===== config.mk =====
export PLATFORM = sky130hd
export DESIGN_NAME = proto_frame_rx
export DESIGN_NICKNAME = d
export VERILOG_FILES = /design/src/rtl/proto_pkg.sv /design/src/rtl/proto_chk_acc.sv /design/src/rtl/proto_frame_rx.sv
export SDC_FILE = /design/constraint.sdc
export NUM_CORES = 1
export LEC_CHECK = 0
export CAP_MARGIN = 0
export CORE_MARGIN = 2
export CORE_UTILIZATION = 59
export CTS_CLUSTER_SIZE = 10
export DETAILED_ROUTE_END_ITERATION = 6
export PLACE_DENSITY = 0.92
export SYNTH_ARGS = -nofsm -noshare
export SYNTH_HDL_FRONTEND = slang
export SYNTH_SLANG_ARGS = --single-unit

===== constraint.sdc =====
create_clock -name clk -period 5.25 [get_ports clk]
set_input_delay 1.05 -clock clk [delete_from_list [all_inputs] [get_ports clk]]
set_output_delay 1.05 -clock clk [all_outputs]
set_load 0.005 [all_outputs]

===== src/rtl/proto_pkg.sv =====
// Shared types and constants for the RFID link frame parser.
package proto_pkg;

    localparam logic [7:0] SOF_DEFAULT = 8'hAA;

    localparam int CHK_SUM = 0;
    localparam int CHK_XOR = 1;

    typedef enum logic [2:0] {
        ST_IDLE,
        ST_TYPE,
        ST_LEN,
        ST_PAY,
        ST_CHK
    } state_t;

    typedef enum logic [2:0] {
        ERR_NONE    = 3'd0,
        ERR_BAD_LEN = 3'd1,
        ERR_BAD_CHK = 3'd2,
        ERR_OVERRUN = 3'd3,
        ERR_TIMEOUT = 3'd4
    } err_t;

endpackage


===== src/rtl/proto_chk_acc.sv =====
// Running 8-bit frame checksum: additive (wrapping) or XOR, seeded by the TYPE byte.
module proto_chk_acc
    import proto_pkg::*;
(
    input  logic       clk,
    input  logic       rst,
    input  logic       seed,
    input  logic       acc,
    input  logic [7:0] din,
    input  logic       mode,
    output logic [7:0] value
);

    localparam logic MODE_XOR = 1'(CHK_XOR);

    // Seeding with the byte equals clearing to zero and then accumulating it.
    always_ff @(posedge clk) begin
        if (rst)
            value <= '0;
        else if (seed)
            value <= din;
        else if (acc)
            value <= (mode == MODE_XOR) ? (value ^ din) : (value + din);
    end

endmodule


===== src/rtl/proto_frame_rx.sv =====
// Byte-stream frame parser [SOF][TYPE][LEN][PAYLOAD][CHK] with a held valid/ack output slot.
// Define PROTO_RX_TIMEOUT_EN to enable the inter-byte timeout (TIMEOUT_CYC cycles).
module proto_frame_rx
    import proto_pkg::*;
#(
    parameter int         MAX_LEN        = 32,
    parameter logic [7:0] SOF            = SOF_DEFAULT,
    parameter int         CHK_MODE       = CHK_SUM,
    parameter int         ALLOW_ZERO_LEN = 0,
    parameter int         TIMEOUT_CYC    = 1000
) (
    input  logic                 clk,
    input  logic                 rst,
    input  logic [7:0]           rx_data,
    input  logic                 rx_valid,
    output logic [7:0]           pkt_type,
    output logic [7:0]           pkt_len,
    output logic [8*MAX_LEN-1:0] payload_bus,
    output logic                 pkt_valid,
    input  logic                 pkt_ack,
    output logic                 err_valid,
    output logic [2:0]           err_code,
    output logic [15:0]          frames_ok,
    output logic [15:0]          frames_bad
);

    if (MAX_LEN < 1 || MAX_LEN > 255) begin : g_bad_max_len
        $error("proto_frame_rx: MAX_LEN must be 1..255");
    end
    if (TIMEOUT_CYC < 2) begin : g_bad_timeout
        $error("proto_frame_rx: TIMEOUT_CYC must be >= 2");
    end

    state_t               state, state_nx;
    logic [7:0]           stg_type, stg_len, idx;
    logic [8*MAX_LEN-1:0] stg_pay;
    logic [7:0]           chk_val;
    logic                 timeout;
    logic                 chk_seed, chk_acc, pay_clear, pay_wr, commit, err_req;
    err_t                 err_nx;
    logic                 slot_free, len_big;

    assign slot_free = !pkt_valid || pkt_ack;
    assign len_big   = {24'd0, rx_data} > 32'(MAX_LEN);

    proto_chk_acc u_chk (
        .clk   (clk),
        .rst   (rst),
        .seed  (chk_seed),
        .acc   (chk_acc),
        .din   (rx_data),
        .mode  (CHK_MODE == CHK_XOR),
        .value (chk_val)
    );

`ifdef PROTO_RX_TIMEOUT_EN
    localparam int TW = $clog2(TIMEOUT_CYC + 1);
    logic [TW-1:0] to_cnt;

    // A byte landing on the expiry cycle wins over the timeout.
    assign timeout = (state != ST_IDLE) && !rx_valid && (to_cnt == TW'(TIMEOUT_CYC - 1));

    always_ff @(posedge clk) begin
        if (rst || state == ST_IDLE || rx_valid)
            to_cnt <= '0;
        else
            to_cnt <= to_cnt + TW'(1);
    end
`else
    assign timeout = 1'b0;
`endif

    always_ff @(posedge clk) begin
        if (rst)
            state <= ST_IDLE;
        else
            state <= state_nx;
    end

    always_comb begin
        state_nx  = state;
        chk_seed  = 1'b0;
        chk_acc   = 1'b0;
        pay_clear = 1'b0;
        pay_wr    = 1'b0;
        commit    = 1'b0;
        err_req   = 1'b0;
        err_nx    = ERR_NONE;
        if (timeout) begin
            state_nx = ST_IDLE;
            err_req  = 1'b1;
            err_nx   = ERR_TIMEOUT;
        end else if (rx_valid) begin
            unique case (state)
                ST_IDLE: if (rx_data == SOF) state_nx = ST_TYPE;
                ST_TYPE: begin
                    chk_seed = 1'b1;
                    state_nx = ST_LEN;
                end
                ST_LEN: begin
                    chk_acc = 1'b1;
                    if (len_big || (rx_data == 8'd0 && ALLOW_ZERO_LEN == 0)) begin
                        err_req  = 1'b1;
                        err_nx   = ERR_BAD_LEN;
                        state_nx = ST_IDLE;
                    end else begin
                        pay_clear = 1'b1;
                        state_nx  = (rx_data == 8'd0) ? ST_CHK : ST_PAY;
                    end
                end
                ST_PAY: begin
                    chk_acc = 1'b1;
                    pay_wr  = 1'b1;
                    if (idx + 8'd1 == stg_len) state_nx = ST_CHK;
                end
                ST_CHK: begin
                    state_nx = ST_IDLE;
                    if (rx_data != chk_val) begin
                        err_req = 1'b1;
                        err_nx  = ERR_BAD_CHK;
                    end else if (slot_free) begin
                        commit = 1'b1;
                    end else begin
                        err_req = 1'b1;
                        err_nx  = ERR_OVERRUN;
                    end
                end
                default: state_nx = ST_IDLE;
            endcase
        end
    end

    // Staging: cleared on every accepted LEN so zero-length frames commit an all-zero payload.
    always_ff @(posedge clk) begin
        if (rst) begin
            stg_type <= '0;
            stg_len  <= '0;
            idx      <= '0;
            stg_pay  <= '0;
        end else begin
            if (chk_seed) stg_type <= rx_data;
            if (pay_clear) begin
                stg_len <= rx_data;
                idx     <= '0;
                stg_pay <= '0;
            end else if (pay_wr) begin
                idx <= idx + 8'd1;
                for (int k = 0; k < MAX_LEN; k++)
                    if (idx == 8'(k)) stg_pay[8*(MAX_LEN-1-k) +: 8] <= rx_data;
            end
        end
    end

    always_ff @(posedge clk) begin
        if (rst) begin
            pkt_type    <= '0;
            pkt_len     <= '0;
            payload_bus <= '0;
            pkt_valid   <= 1'b0;
            err_valid   <= 1'b0;
            err_code    <= '0;
            frames_ok   <= '0;
            frames_bad  <= '0;
        end else begin
            err_valid <= err_req;
            if (err_req) begin
                err_code <= err_nx;
                if (frames_bad != 16'hFFFF) frames_bad <= frames_bad + 16'd1;
            end
            if (commit) begin
                pkt_type    <= stg_type;
                pkt_len     <= stg_len;
                payload_bus <= stg_pay;
                pkt_valid   <= 1'b1;
                if (frames_ok != 16'hFFFF) frames_ok <= frames_ok + 16'd1;
            end else if (pkt_ack) begin
                pkt_valid <= 1'b0;
            end
        end
    end

endmodule


# Word level (Yosys, flattened, before mapping)
# Index checks and enable logic that the tools add are counted.
op_classes:
  mul: 0
  bitwise: 0
  shift: 0
  n_eq_ne: 42
  add_sub_neg: 4
  n_lt_le_gt_ge: 1
  mux: 32
  n_reduce_logical: 45
  div: 0
op_table:
  columns: ["operator", "n"]
  rows:
  - ["$eq A8 B5 Y1 const B", 16]
  - ["$reduce_and A2 Y1", 34]
  - ["$eq A8 B4 Y1 const B", 8]
  - ["$add A16 B1 Y16 const B", 2]
  - ["$eq A8 B3 Y1 const B", 4]
  - ["$ne A16 B16 Y1 const B", 2]
  - ["$mux W1", 20]
  - ["$eq A8 B2 Y1 const B", 2]
  - ["$logic_not A8 Y1", 2]
  - ["$mux W8", 2]
  - ["$mux W3", 4]
  - ["$pmux W3 S4", 1]
  - ["$add A8 B1 Y8 const B", 1]
  - ["$add A8 B8 Y8", 1]
  - ["$eq A8 B1 Y1 const B", 1]
  - ["$eq A8 B8 Y1", 1]
  - ["$eq A8 B8 Y1 const B", 1]
  - ["$gt A8 B6 Y1 const B", 1]
  - ["$ne A8 B8 Y1", 1]
  - ["$eq A3 B2 Y1 const B", 2]
  - ["$mux W2", 3]
  - ["$ne A2 B2 Y1 const B", 2]
  - ["$pmux W2 S2", 1]
  - ["$reduce_bool A2 Y1", 2]
  - ["other kinds (8)", 10]
totals:
  regBits: 600
  memories: 0
  input_bits: 12
  latch_bits: 0
  mem_bits_ro: 0
  ramBits: 0

# Logic depth before layout (Yosys ltp)
# Gate-level depths: netlist of run 1.
logic_depth:
  depth_word: 7
  mapped_depth: 10
  ltp_nobuf: 8

# By module
# From an unflattened synthesis of run 1, not the netlist that was laid out.
hier_totals:
  cells_unflattened: 2832
  area_unflattened_um2: 23608.9
modules_own_cells:
  columns: ["mod", "seq_area_each_um2", "area_each_um2", "cells_each", "n_inst"]
  rows:
  - ["proto_frame_rx", 11831.3, 22873.2, 2739, 1]
  - ["proto_chk_acc", 160.2, 735.7, 93, 1]

# Least setup slack after synthesis of run 1
# Ideal clock, no wire load.
synth_path:
  path_type: "input -> register"
  from: "input rx_data[2]"
  to: "register pkt_len[2]"
  path_buffers: 3
  setup_time_ns: 0.070
  slack_ns: 2.102
  cell_stages: 9
  arrival_ns: 3.078
  required_time_ns: 5.180
  cell_sequence: "ha_1 > nor4_1 > and4_1 > and2_1 > clkbuf_1 > clkbuf_1 > buf_2 > nand2_1 > a21oi_1"
synth_between:
  elab_chain_len: 4
synth_lines:
  columns: ["item", "line_no", "rtl"]
  rows:
  - ["start: declaration", "proto_frame_rx.sv:14", "input logic [7:0] rx_data,"]
  - ["$ne A8 B8 Y1", "proto_frame_rx.sv:118", "if (rx_data != chk_val) begin"]
  - ["$mux W1", "proto_frame_rx.sv:118", null]
  - ["$mux W1", "proto_frame_rx.sv:94", "unique case (state)"]
  - ["$mux W1", "proto_frame_rx.sv:93", "end else if (rx_valid) begin"]
  - ["end signal: assignment", "proto_frame_rx.sv:172", "pkt_len <= stg_len;"]
  - ["end: declaration", "proto_frame_rx.sv:17", "output logic [7:0] pkt_len,"]
# Every way passes these cells.
# A chain may end at the register's enable or synchronous reset.

# Worst setup path in the final report of run 1
layout_path:
  from: "input rx_data[2]"
  to: "register payload_bus[162]"
layout_between:
  elab_chain_len: 4
layout_lines:
  columns: ["item", "line_no", "rtl"]
  rows:
  - ["$ne A8 B8 Y1", "proto_frame_rx.sv:118", null]
  - ["$mux W1", "proto_frame_rx.sv:118", null]
  - ["$mux W1", "proto_frame_rx.sv:94", null]
  - ["$mux W1", "proto_frame_rx.sv:93", null]
  - ["end signal: assignment", "proto_frame_rx.sv:173", "payload_bus <= stg_pay;"]
  - ["end: declaration", "proto_frame_rx.sv:18", "output logic [8*MAX_LEN-1:0] payload_bus,"]
# Every way passes these cells.

==> results of run 1 <==
-- report_power, final --
part	internal (mW)	leakage (nW)	switching, mW
registers	4.58	4.82	0.0330
logic	0.124	3.04	0.315
clock network	2.42	0.929	1.80
total	7.12	8.79	2.15
-- cells in the mapped netlist, drive strengths merged (9+ instances only) --
master  count  area, um2
nand2     863       3240
dfxtp     599      12000
a21oi     551       2760
nand3     259       1300
clkbuf    179        672
nor2       60        230
buf        55        510
o21ai      28        140
mux2i      24        240
inv        17       63.8
or3        17        111
o31ai      14        119
ha         13        163
nor3       13       75.1
or4        13        101
xnor2      11       96.3
and2        9       56.3
-- area by class of cell --
type | instances | area [um2] | area share [%]
tap | 511 | 639 | 2.31
sequential | 599 | 12000 | 43.4
antenna | 2 | 5.00 | 0.0181
inverter | 17 | 63.8 | 0.231
multi-input combinational | 1974 | 9460 | 34.2
timing repair buffer | 358 | 3590 | 13.0
clock inverter | 8 | 104 | 0.376
clock buffer | 76 | 1790 | 6.49
-- sequential cells by signal (all words and copies together) (netlist names) --
register and cells:
payload_bus 256, pkt_type 8, frames_ok 16, idx 8
stg_pay 256, u_chk.value 8, stg_len 8, pkt_valid 1
pkt_len 8, err_valid 1, err_code 2, frames_bad 16
stg_type 8, state 3
-- layout by cell type (no fill, tap or decap), types with 5 or more instances in the layout --
master / synthesis / routed
sky130_fd_sc_hd__a21oi_1: 551 / 551
sky130_fd_sc_hd__a31oi_1: 6 / 6
sky130_fd_sc_hd__and3_1: 5 / 5
sky130_fd_sc_hd__and4_1: 5 / 5
sky130_fd_sc_hd__buf_12: 2 / 11
sky130_fd_sc_hd__buf_2: 16 / 8
sky130_fd_sc_hd__buf_4: 10 / 28
sky130_fd_sc_hd__clkbuf_16: 0 / 70
sky130_fd_sc_hd__clkdlybuf4s50_1: 0 / 310
sky130_fd_sc_hd__clkinv_8: 0 / 5
sky130_fd_sc_hd__dfxtp_1: 599 / 599
sky130_fd_sc_hd__ha_1: 13 / 13
sky130_fd_sc_hd__inv_1: 17 / 17
sky130_fd_sc_hd__mux2i_1: 24 / 24
sky130_fd_sc_hd__nand2_1: 863 / 862
sky130_fd_sc_hd__nand3_1: 259 / 259
sky130_fd_sc_hd__nand4_1: 8 / 8
sky130_fd_sc_hd__nor2_1: 58 / 53
sky130_fd_sc_hd__nor2_2: 2 / 7
sky130_fd_sc_hd__nor2b_1: 5 / 5
sky130_fd_sc_hd__nor3_1: 11 / 11
sky130_fd_sc_hd__nor4_1: 5 / 5
sky130_fd_sc_hd__o21ai_0: 27 / 27
sky130_fd_sc_hd__o31ai_1: 13 / 13
sky130_fd_sc_hd__or3_1: 16 / 16
sky130_fd_sc_hd__or4_1: 12 / 12
sky130_fd_sc_hd__xnor2_1: 11 / 11
sky130_fd_sc_hd__xor2_1: 8 / 8
-- through the flow --
step / total power, mW / cells / hold slack, ns / util, %
after floorplan: 5.04 / 2824 / 0.431 / -
after global routing: 9.50 / 3545 / 0.463 / 73.2
after CTS: 9.27 / 3543 / 0.451 / 73.2
after detailed placement: 5.13 / 3459 / 0.445 / 68.2
after global placement: 5.11 / 3459 / 0.437 / 68.2
final: 9.27 / 3545 / 0.453 / 73.2
-- final timing paths --
kind	startpoint	endpoint	slack [ns]
min	payload_bus[202]	payload_bus[202]	0.45
min reg2reg	payload_bus[202]	payload_bus[202]	0.45
max	rx_data[2]	payload_bus[162]	1.33
max reg2reg	u_chk.value[2]	payload_bus[162]	2.01
-- kinds of logic (layout without fill, tap and decap cells) --
| logic type | after synthesis | in the layout |
|---|---|---|
| XOR/XNOR | 19 | 19 |
| buffers and inverters | 251 | 459 |
| flip-flops | 599 | 599 |
| adder cells (fa/ha/maj) | 14 | 14 |
| multiplexers | 28 | 28 |
| AND/OR/NAND/NOR | 1278 | 1278 |
| AO/OA/AOI/OAI | 634 | 634 |
| other | 1 | 3 |
-- worst max-delay path: cells and delay by family --
kind | cells | cell delay (ns)
buf+inv | 2 | 0.94
compound gates | 1 | 0.08
fa+ha+maj | 1 | 0.40
simple gates | 4 | 1.71
-- routing by layer --
metal / global-route usage, % / vias to the layer above / routed length [um] / part of all wire, %
li1: - / 9813 / - / -
met1: 39.8 / 10100 / 25800 / 38
met2: 54.2 / 1279 / 31800 / 47
met3: 7.48 / 277 / 6710 / 9.9
met4: 17.9 / 0 / 3150 / 4.7
met5: 0 / - / 0 / 0
==> impl_metrics.json, run 1 <==
{
  "status": "completed",
  "postSynthRegisterBits": 599,
  "dp_worst_setup_slack_ns": 1.00,
  "cp_max_fo": 142,
  "combined_area_of_all_synthesized_cells_um2": 22700,
  "start_util_pct": 60.0,
  "fin_area_um2": 27600,
  "postSynthCellCount": 2824,
  "worstSetupStartpointType": "input port",
  "core-area_um2": 37800,
  "post_syn_nets": 2850,
  "largest_family_of_logic_cells_by_synthesized_area": "simple AND/OR/NAND/NOR gates",
  "cts.repair_timing.setup_buffer_count": 0,
  "clock-sinks": 599,
  "wire_length_of_the_first_global_routing_pass_mm": 105,
  "count_of_port_buffers_added_during_placement": 319,
  "grt_start_max_net_pins": 143,
  "detail-route-antenna-nets": 0,
  "ys.flop_type": "sky130_fd_sc_hd__dfxtp_1",
  "area_growth_syn_to_layout_pct": 22.0,
  "muxShareOfSynthArea_pct": 1.26,
  "number_of_maximum_capacitance_violations": 0,
  "timing.critical_path.cells": "buf_2 > ha_1 > nor4_1 > and4_1 > nand2_4 > buf_12 > nand2_1 > a21oi_1",
  "drive_above_1_share_pct": 5.18,
  "vdd.ir_drop.worst_v": 0.000274,
  "floorplan.die_area_um2": 40000,
  "cts_tree": "done",
  "dr_total_vias": 21400,
  "setup_total_negative_slack_ns": 0,
  "fin_crit_ns": 3.92,
  "slowest_cell_on_the_critical_path": "sky130_fd_sc_hd__nor4_1",
  "timing_worst_slew_pin_value_ns": 1.20,
  "leakage_nw": 8.79,
  "max-clock-path-buffers": 3,
  "edff_count_synth": 0,
  "tritoncts_buffers": 70,
  "timing.setup.critical_path_class": "input port to flip-flop",
  "boundaryPins": 321,
  "yosys.area_share.xor_xnor_pct": 0.735,
  "yosys.area_share.simple_pct": 23.9,
  "first_global_vias": 20700,
  "cts.root.buffer_cell": "sky130_fd_sc_hd__clkbuf_16",
  "layout_nets": 3046,
  "die_h_um": 200,
  "worstPathRequired_ns": 5.66,
  "synth_adder_area_share_pct": 0.806,
  "power_density_nw_per_um2": 335,
  "filler_cell_count": 2595,
  "detailed_place_hpwl_mm": 40.7,
  "worst_r2r_path_depth": 7,
  "netlist-cell-type-count": 67,
  "post_drt_wl_per_cell_um": 19.0,
  "cts_htree_levels": 3,
  "final-max-slew-violation-count": 0,
  "clkSlewWorstSetupHoldPaths_ns": 0.05,
  "worst_setup_path_end_kind": "flip-flop",
  "antenna_found_initial": 2,
  "worstHoldPathType": "flip-flop to flip-flop",
  "remaining_drc_errors": 0,
  "layout_setup_ws_ns": 1.33,
  "setup_viol": 0,
  "globalplace.congestion": 0.860,
  "syn-mean-instance-area_um2": 8.02,
  "clkLatencyLatePin_ns": 0.59,
  "global_route_congestion_overflow_total": 0,
  "max_clock_freq_mhz": 255,
  "crit_path_max_incr_delay_ns": 0.60,
  "dr.first_iter.drc_count": 2222,
  "critPathArrivalTime_ns": 4.34,
  "chipWidth_um": 200,
  "synth_seq_area_share_pct": 52.9,
  "yosysWarnings": 0,
  "wl_mm": 67.5,
  "fraction_of_the_mapped_netlist_area_in_compound_gates_pct": 14.8,
  "cts_hold_buf": 0,
  "cts_repair_resize_count": 0,
  "drt-vias-per-instance": 6.05,
  "rsz0062_at_grt": "false",
  "timing.final.hold_violations": 0,
  "clock-skew-final_ns": 0.0148,
  "detailed_place.area_um2": 25700,
  "globalRouteTotalUtil_pct": 32.8,
  "floorplan.rows": 71,
  "synthArstFlopShare_pct": 0,
  "initial_drt_pass_iterations": 6,
  "slew_headroom_pct": 19.2,
  "layout_worst_path_cycle_share_pct": 74.8,
  "whs_path_depth": 2
}
No activity file was read; power rests on OpenSTA's default activity.
==> inputs of run 2 (changes only) <==
CORE_UTILIZATION = 54   (was 59)
PLACE_DENSITY = 0.86   (was 0.92)
clock period = 3.7 ns   (was 5.25 ns; I/O delays follow)
==> impl_metrics.json, run 2 (synthesis results as in run 1) <==
{
  "cts_repair_resize_count": 0,
  "globalRouteMet2Util_pct": 47.6,
  "power_density_nw_per_um2": 475,
  "initial_drt_pass_iterations": 6,
  "timing.critical_path.buf_inv": 2,
  "global_route.peak_usage_layer": "met2",
  "timing.final.hold_violations": 0,
  "rsz0062_at_grt": "false",
  "combPwrFrac_pct": 4.8,
  "cts.repair_timing.setup_buffer_count": 0,
  "timing_worst_slew_pin_value_ns": 1.18,
  "core-area_um2": 41700,
  "tritoncts_buffers": 70,
  "p_int_mw": 10.2,
  "globalplace.congestion": 0.854,
  "clkSlewWorstSetupHoldPaths_ns": 0.05,
  "number_of_maximum_capacitance_violations": 0,
  "first_global_vias": 20200,
  "remaining_drc_errors": 0,
  "reg.largest.list": "payload_bus: 256 flops, stg_pay: 256 flops",
  "fin_crit_ns": 2.97,
  "floorplan.die_area_um2": 43600,
  "slowest_cell_on_the_critical_path": "sky130_fd_sc_hd__nor4_1",
  "chipWidth_um": 209,
  "dr.first_iter.drc_count": 1903,
  "cp_max_fo": 162,
  "wire_length_of_the_first_global_routing_pass_mm": 104,
  "crit_path_max_incr_delay_ns": 0.48,
  "max_clock_freq_mhz": 336,
  "critical-path-top-delay-family": "simple AND/OR/NAND/NOR gates",
  "global_route_congestion_overflow_total": 0,
  "slew_headroom_pct": 21.4,
  "design_power_total_mw": 13.2,
  "timing.setup.critical_path_class": "input port to flip-flop",
  "clock-sinks": 599,
  "worstHoldPathType": "flip-flop to flip-flop",
  "detail-route-antenna-nets": 0,
  "detailed_place.area_um2": 25900,
  "placedCellCount": 3502,
  "setup_viol": 0,
  "drt-vias-per-instance": 5.89,
  "final_core_utilization_pct": 66.7,
  "clkLatencyLatePin_ns": 0.58,
  "drive_above_1_share_pct": 5.65,
  "final_common_cell": "sky130_fd_sc_hd__nand2_1",
  "layout_worst_path_cycle_share_pct": 80.3,
  "dr_total_vias": 21100,
  "critPathArrivalTime_ns": 3.37,
  "worstSetupStartpointType": "input port",
  "final-max-slew-violation-count": 0,
  "area_growth_syn_to_layout_pct": 22.8,
  "clock-skew-final_ns": 0.0148,
  "cts_hold_buf": 0,
  "max-clock-path-buffers": 3,
  "boundaryPins": 321,
  "worstPathRequired_ns": 4.10,
  "count_of_port_buffers_added_during_placement": 319,
  "groute.layer.met3.usage_pct": 6.78,
  "antenna_found_initial": 1,
  "setup_total_negative_slack_ns": 0,
  "grt_start_max_net_pins": 189,
  "grt_util_met1_pct": 36.3,
  "cts.root.buffer_cell": "sky130_fd_sc_hd__clkbuf_16",
  "timing.critical_path.cells": "buf_2 > ha_1 > nor4_1 > and4_1 > nand2_4 > buf_12 > nand2_1 > a21oi_1",
  "cts_tree": "done",
  "floorplan.rows": 75,
  "fin_area_um2": 27800,
  "power.clock.fraction_pct": 45.6,
  "sequentialPowerShare_pct": 49.6,
  "die_h_um": 209,
  "status": "completed",
  "leakage_nw": 8.89,
  "cts_htree_levels": 3,
  "switching_power_mw": 2.97,
  "final-instance-count-excl-fill": 3586,
  "final_cell_mix": "sky130_fd_sc_hd__nand2_1, sky130_fd_sc_hd__dfxtp_1, sky130_fd_sc_hd__a21oi_1",
  "wl_mm": 66.1,
  "post_drt_wl_per_cell_um": 18.4,
  "detailed_place_hpwl_mm": 40.1,
  "vdd.ir_drop.worst_v": 0.000310,
  "worst_setup_path_end_kind": "flip-flop",
  "globalRouteTotalUtil_pct": 29.3,
  "start_util_pct": 54.4,
  "layout_nets": 3061,
  "swShare_pct": 22.5
}
run 2: power groups by stage:
stage | Combinational [mW] | Sequential (mW) | Clock [mW]
final | 0.632 | 6.55 | 6.03
after global routing | 0.686 | 6.55 | 6.34
after CTS | 0.618 | 6.55 | 6.08
after detailed placement | 0.612 | 6.68 | 0
after global placement | 0.592 | 6.68 | 0
after floorplan | 0.480 | 6.67 | 0
run 2: worst register-to-register path, stage by stage (launching register included):
cell and delay [ns]:
sky130_fd_sc_hd__dfxtp_1 0.31, sky130_fd_sc_hd__ha_1 0.37, sky130_fd_sc_hd__nor4_1 0.59, sky130_fd_sc_hd__and4_1 0.44, sky130_fd_sc_hd__nand2_4 0.09, sky130_fd_sc_hd__buf_12 0.20
sky130_fd_sc_hd__nand2_1 0.56, sky130_fd_sc_hd__a21oi_1 0.11
run 2: path summary, 6_finish.rpt:
| kind | startpoint | end | slack [ns] | depth (start not counted) |
|---|---|---|---|---|
| setup / recovery | rx_data[0] | payload_bus[162] | 0.73 | 8 |
| hold / removal | stg_pay[78] | payload_bus[78] | 0.45 | 2 |
| setup reg to reg | u_chk.value[2] | payload_bus[162] | 0.86 | 7 |
| hold reg to reg | stg_pay[78] | payload_bus[78] | 0.45 | 2 |
run 2: per-stage QoR:
stage / setup WS, ns / hold WS, ns
3_5_place_dp: 0.281 / 0.442
3_3_place_gp: 0.447 / 0.437
4_1_cts: 0.847 / 0.449
5_1_grt: 0.648 / 0.461
2_1_floorplan: 0.862 / 0.431
6_report: 0.727 / 0.448
run 2: metal layers:
| layer | wire length [um] | up-vias |
|---|---|---|
| met2 | 31200 | 1008 |
| met1 | 26200 | 10000 |
| li1 | - | 9866 |
| met4 | 2890 | 0 |
| met5 | 0 | - |
| met3 | 5810 | 226 |
run 2: area by class of cell:
type / instances / area, um2
inverters: 17 / 63.8
repair buffers: 373 / 3700
diodes: 1 / 2.50
clock buffers: 78 / 1880
multi-input cells: 1974 / 9460
flip-flops and latches: 599 / 12000
fillers: 3243 / 13900
clock inverters: 5 / 43.8
well taps: 539 / 674
==> inputs of run 3 (changes only) <==
CORE_UTILIZATION = 49   (was 54)
PLACE_DENSITY = 0.83   (was 0.86)
clock period = 2.6 ns   (was 3.7 ns; I/O delays follow)
==> impl_metrics.json, run 3 (synthesis results as in run 1) <==
{
  "status": "finished, violations left",
  "violations": "DRC",
  "detailed_place_hpwl_mm": 44.0,
  "cts_htree_levels": 3,
  "final-instance-count-excl-fill": 3712,
  "initial_drt_pass_iterations": 7,
  "cts.root.buffer_cell": "sky130_fd_sc_hd__clkbuf_16",
  "antenna_found_initial": 0,
  "final-max-slew-violation-count": 0,
  "fin_area_um2": 28700,
  "clock-skew-final_ns": 0.0186,
  "wire_length_of_the_first_global_routing_pass_mm": 105,
  "boundaryPins": 321,
  "met2RoutedLength_mm": 32.3,
  "fin_crit_ns": 2.46,
  "rsz0062_at_grt": "false",
  "wl_met3_mm": 5.09,
  "remaining_drc_errors": 2,
  "slew_headroom_pct": 60.8,
  "layout_setup_ws_ns": 0.145,
  "m1WireLength_mm": 26.8,
  "dr.first_iter.drc_count": 2160,
  "design_power_total_mw": 18.9,
  "final_core_utilization_pct": 63.1,
  "start_util_pct": 49.8,
  "clock-sinks": 599,
  "wl_mm": 67.2,
  "cts_hold_buf": 0,
  "floorplan.die_area_um2": 48000,
  "worst_setup_path_end_kind": "flip-flop",
  "number_of_maximum_capacitance_violations": 0,
  "grt_start_max_net_pins": 109,
  "cp_max_fo": 10,
  "cts_tree": "done",
  "clkLatencyLatePin_ns": 0.59,
  "first_global_vias": 20400,
  "floorplan.rows": 78,
  "final_cell_mix": "sky130_fd_sc_hd__nand2_1, sky130_fd_sc_hd__dfxtp_1, sky130_fd_sc_hd__a21oi_1",
  "highest_layer": "met4",
  "worstPathRequired_ns": 3.11,
  "cts.repair_timing.setup_buffer_count": 0,
  "timing_worst_slew_pin_value_ns": 0.588,
  "drive_above_1_share_pct": 7.65,
  "globalRouteTotalUtil_pct": 27.4,
  "dp_worst_setup_slack_ns": -0.169,
  "detail-route-antenna-nets": 0,
  "power_density_nw_per_um2": 659,
  "detailed_place.area_um2": 26800,
  "final_common_cell": "sky130_fd_sc_hd__nand2_1",
  "setup_total_negative_slack_ns": 0,
  "global_route_congestion_overflow_total": 0,
  "post_drt_wl_per_cell_um": 18.1,
  "placedCellCount": 3631,
  "max_clock_freq_mhz": 407,
  "timing.final.hold_violations": 0,
  "tritoncts_buffers": 70,
  "cts_repair_resize_count": 0,
  "globalplace.congestion": 0.927,
  "core-area_um2": 45500,
  "worstSetupStartpointType": "flip-flop",
  "worst_hold_slack_ns": 0.299,
  "chipWidth_um": 219,
  "layout_worst_path_cycle_share_pct": 94.4,
  "timing.setup.critical_path_class": "flip-flop to flip-flop",
  "setup_viol": 0,
  "critPathArrivalTime_ns": 2.96,
  "drt-vias-per-instance": 5.71,
  "area_growth_syn_to_layout_pct": 26.7,
  "count_of_port_buffers_added_during_placement": 319,
  "antenna_cells": 0,
  "die_h_um": 219,
  "clkSlewWorstSetupHoldPaths_ns": 0.05,
  "layout_nets": 3129,
  "leakage_nw": 9.31,
  "worstHoldPathType": "input port to flip-flop",
  "vdd.ir_drop.worst_v": 0.000520,
  "reg.largest.list": "payload_bus: 256 flops, stg_pay: 256 flops",
  "max-clock-path-buffers": 3,
  "dr_total_vias": 21200
}
run 3: changes by cell type in the layout (fill, tap and decap cells not counted), moves of 2 or more:
cell and delta:
sky130_fd_sc_hd__buf_12 +26, sky130_fd_sc_hd__buf_4 +42, sky130_fd_sc_hd__clkbuf_16 -3, sky130_fd_sc_hd__clkinv_2 -2
run 3: worst max-delay path: stages, from the launching register on:
cell,delay [ns]
sky130_fd_sc_hd__dfxtp_1,0.33
sky130_fd_sc_hd__ha_1,0.33
sky130_fd_sc_hd__nor4_1,0.32
sky130_fd_sc_hd__buf_4,0.17
sky130_fd_sc_hd__and4_1,0.32
sky130_fd_sc_hd__o211ai_1,0.15
sky130_fd_sc_hd__buf_4,0.19
sky130_fd_sc_hd__or4_1,0.40
sky130_fd_sc_hd__a21oi_1,0.16
run 3: path summary, 6_finish.rpt:
check	slack, ns	cells past startpoint	end	startpoint
max	0.14	8	frames_ok[13]	u_chk.value[6]
min	0.30	2	err_valid	rst
max reg2reg	0.14	8	frames_ok[13]	u_chk.value[6]
min reg2reg	0.45	2	payload_bus[161]	stg_pay[161]
run 3: layout make-up:
cell class / instances / area (um2)
flip-flops and latches: 599 / 12000
inverters: 17 / 63.8
multi-input cells: 1974 / 9460
clock inverters: 5 / 80.1
clock buffers: 76 / 1820
repair buffers: 441 / 4540
fillers: 3656 / 16800
well taps: 600 / 751
run 3: where the power goes:
group / leakage, nW / internal, mW / switching (mW)
Combinational: 3.56 / 0.376 / 0.684
Sequential: 4.82 / 9.26 / 0.0645
Clock: 0.930 / 5.00 / 3.53
Total: 9.31 / 14.6 / 4.28
run 3: layer usage:
layer	vias up	GRT usage, %
li1	10000	-
met1	9975	34.3
met2	1000	46.0
met3	204	3.81
met4	0	14.2
met5	-	0
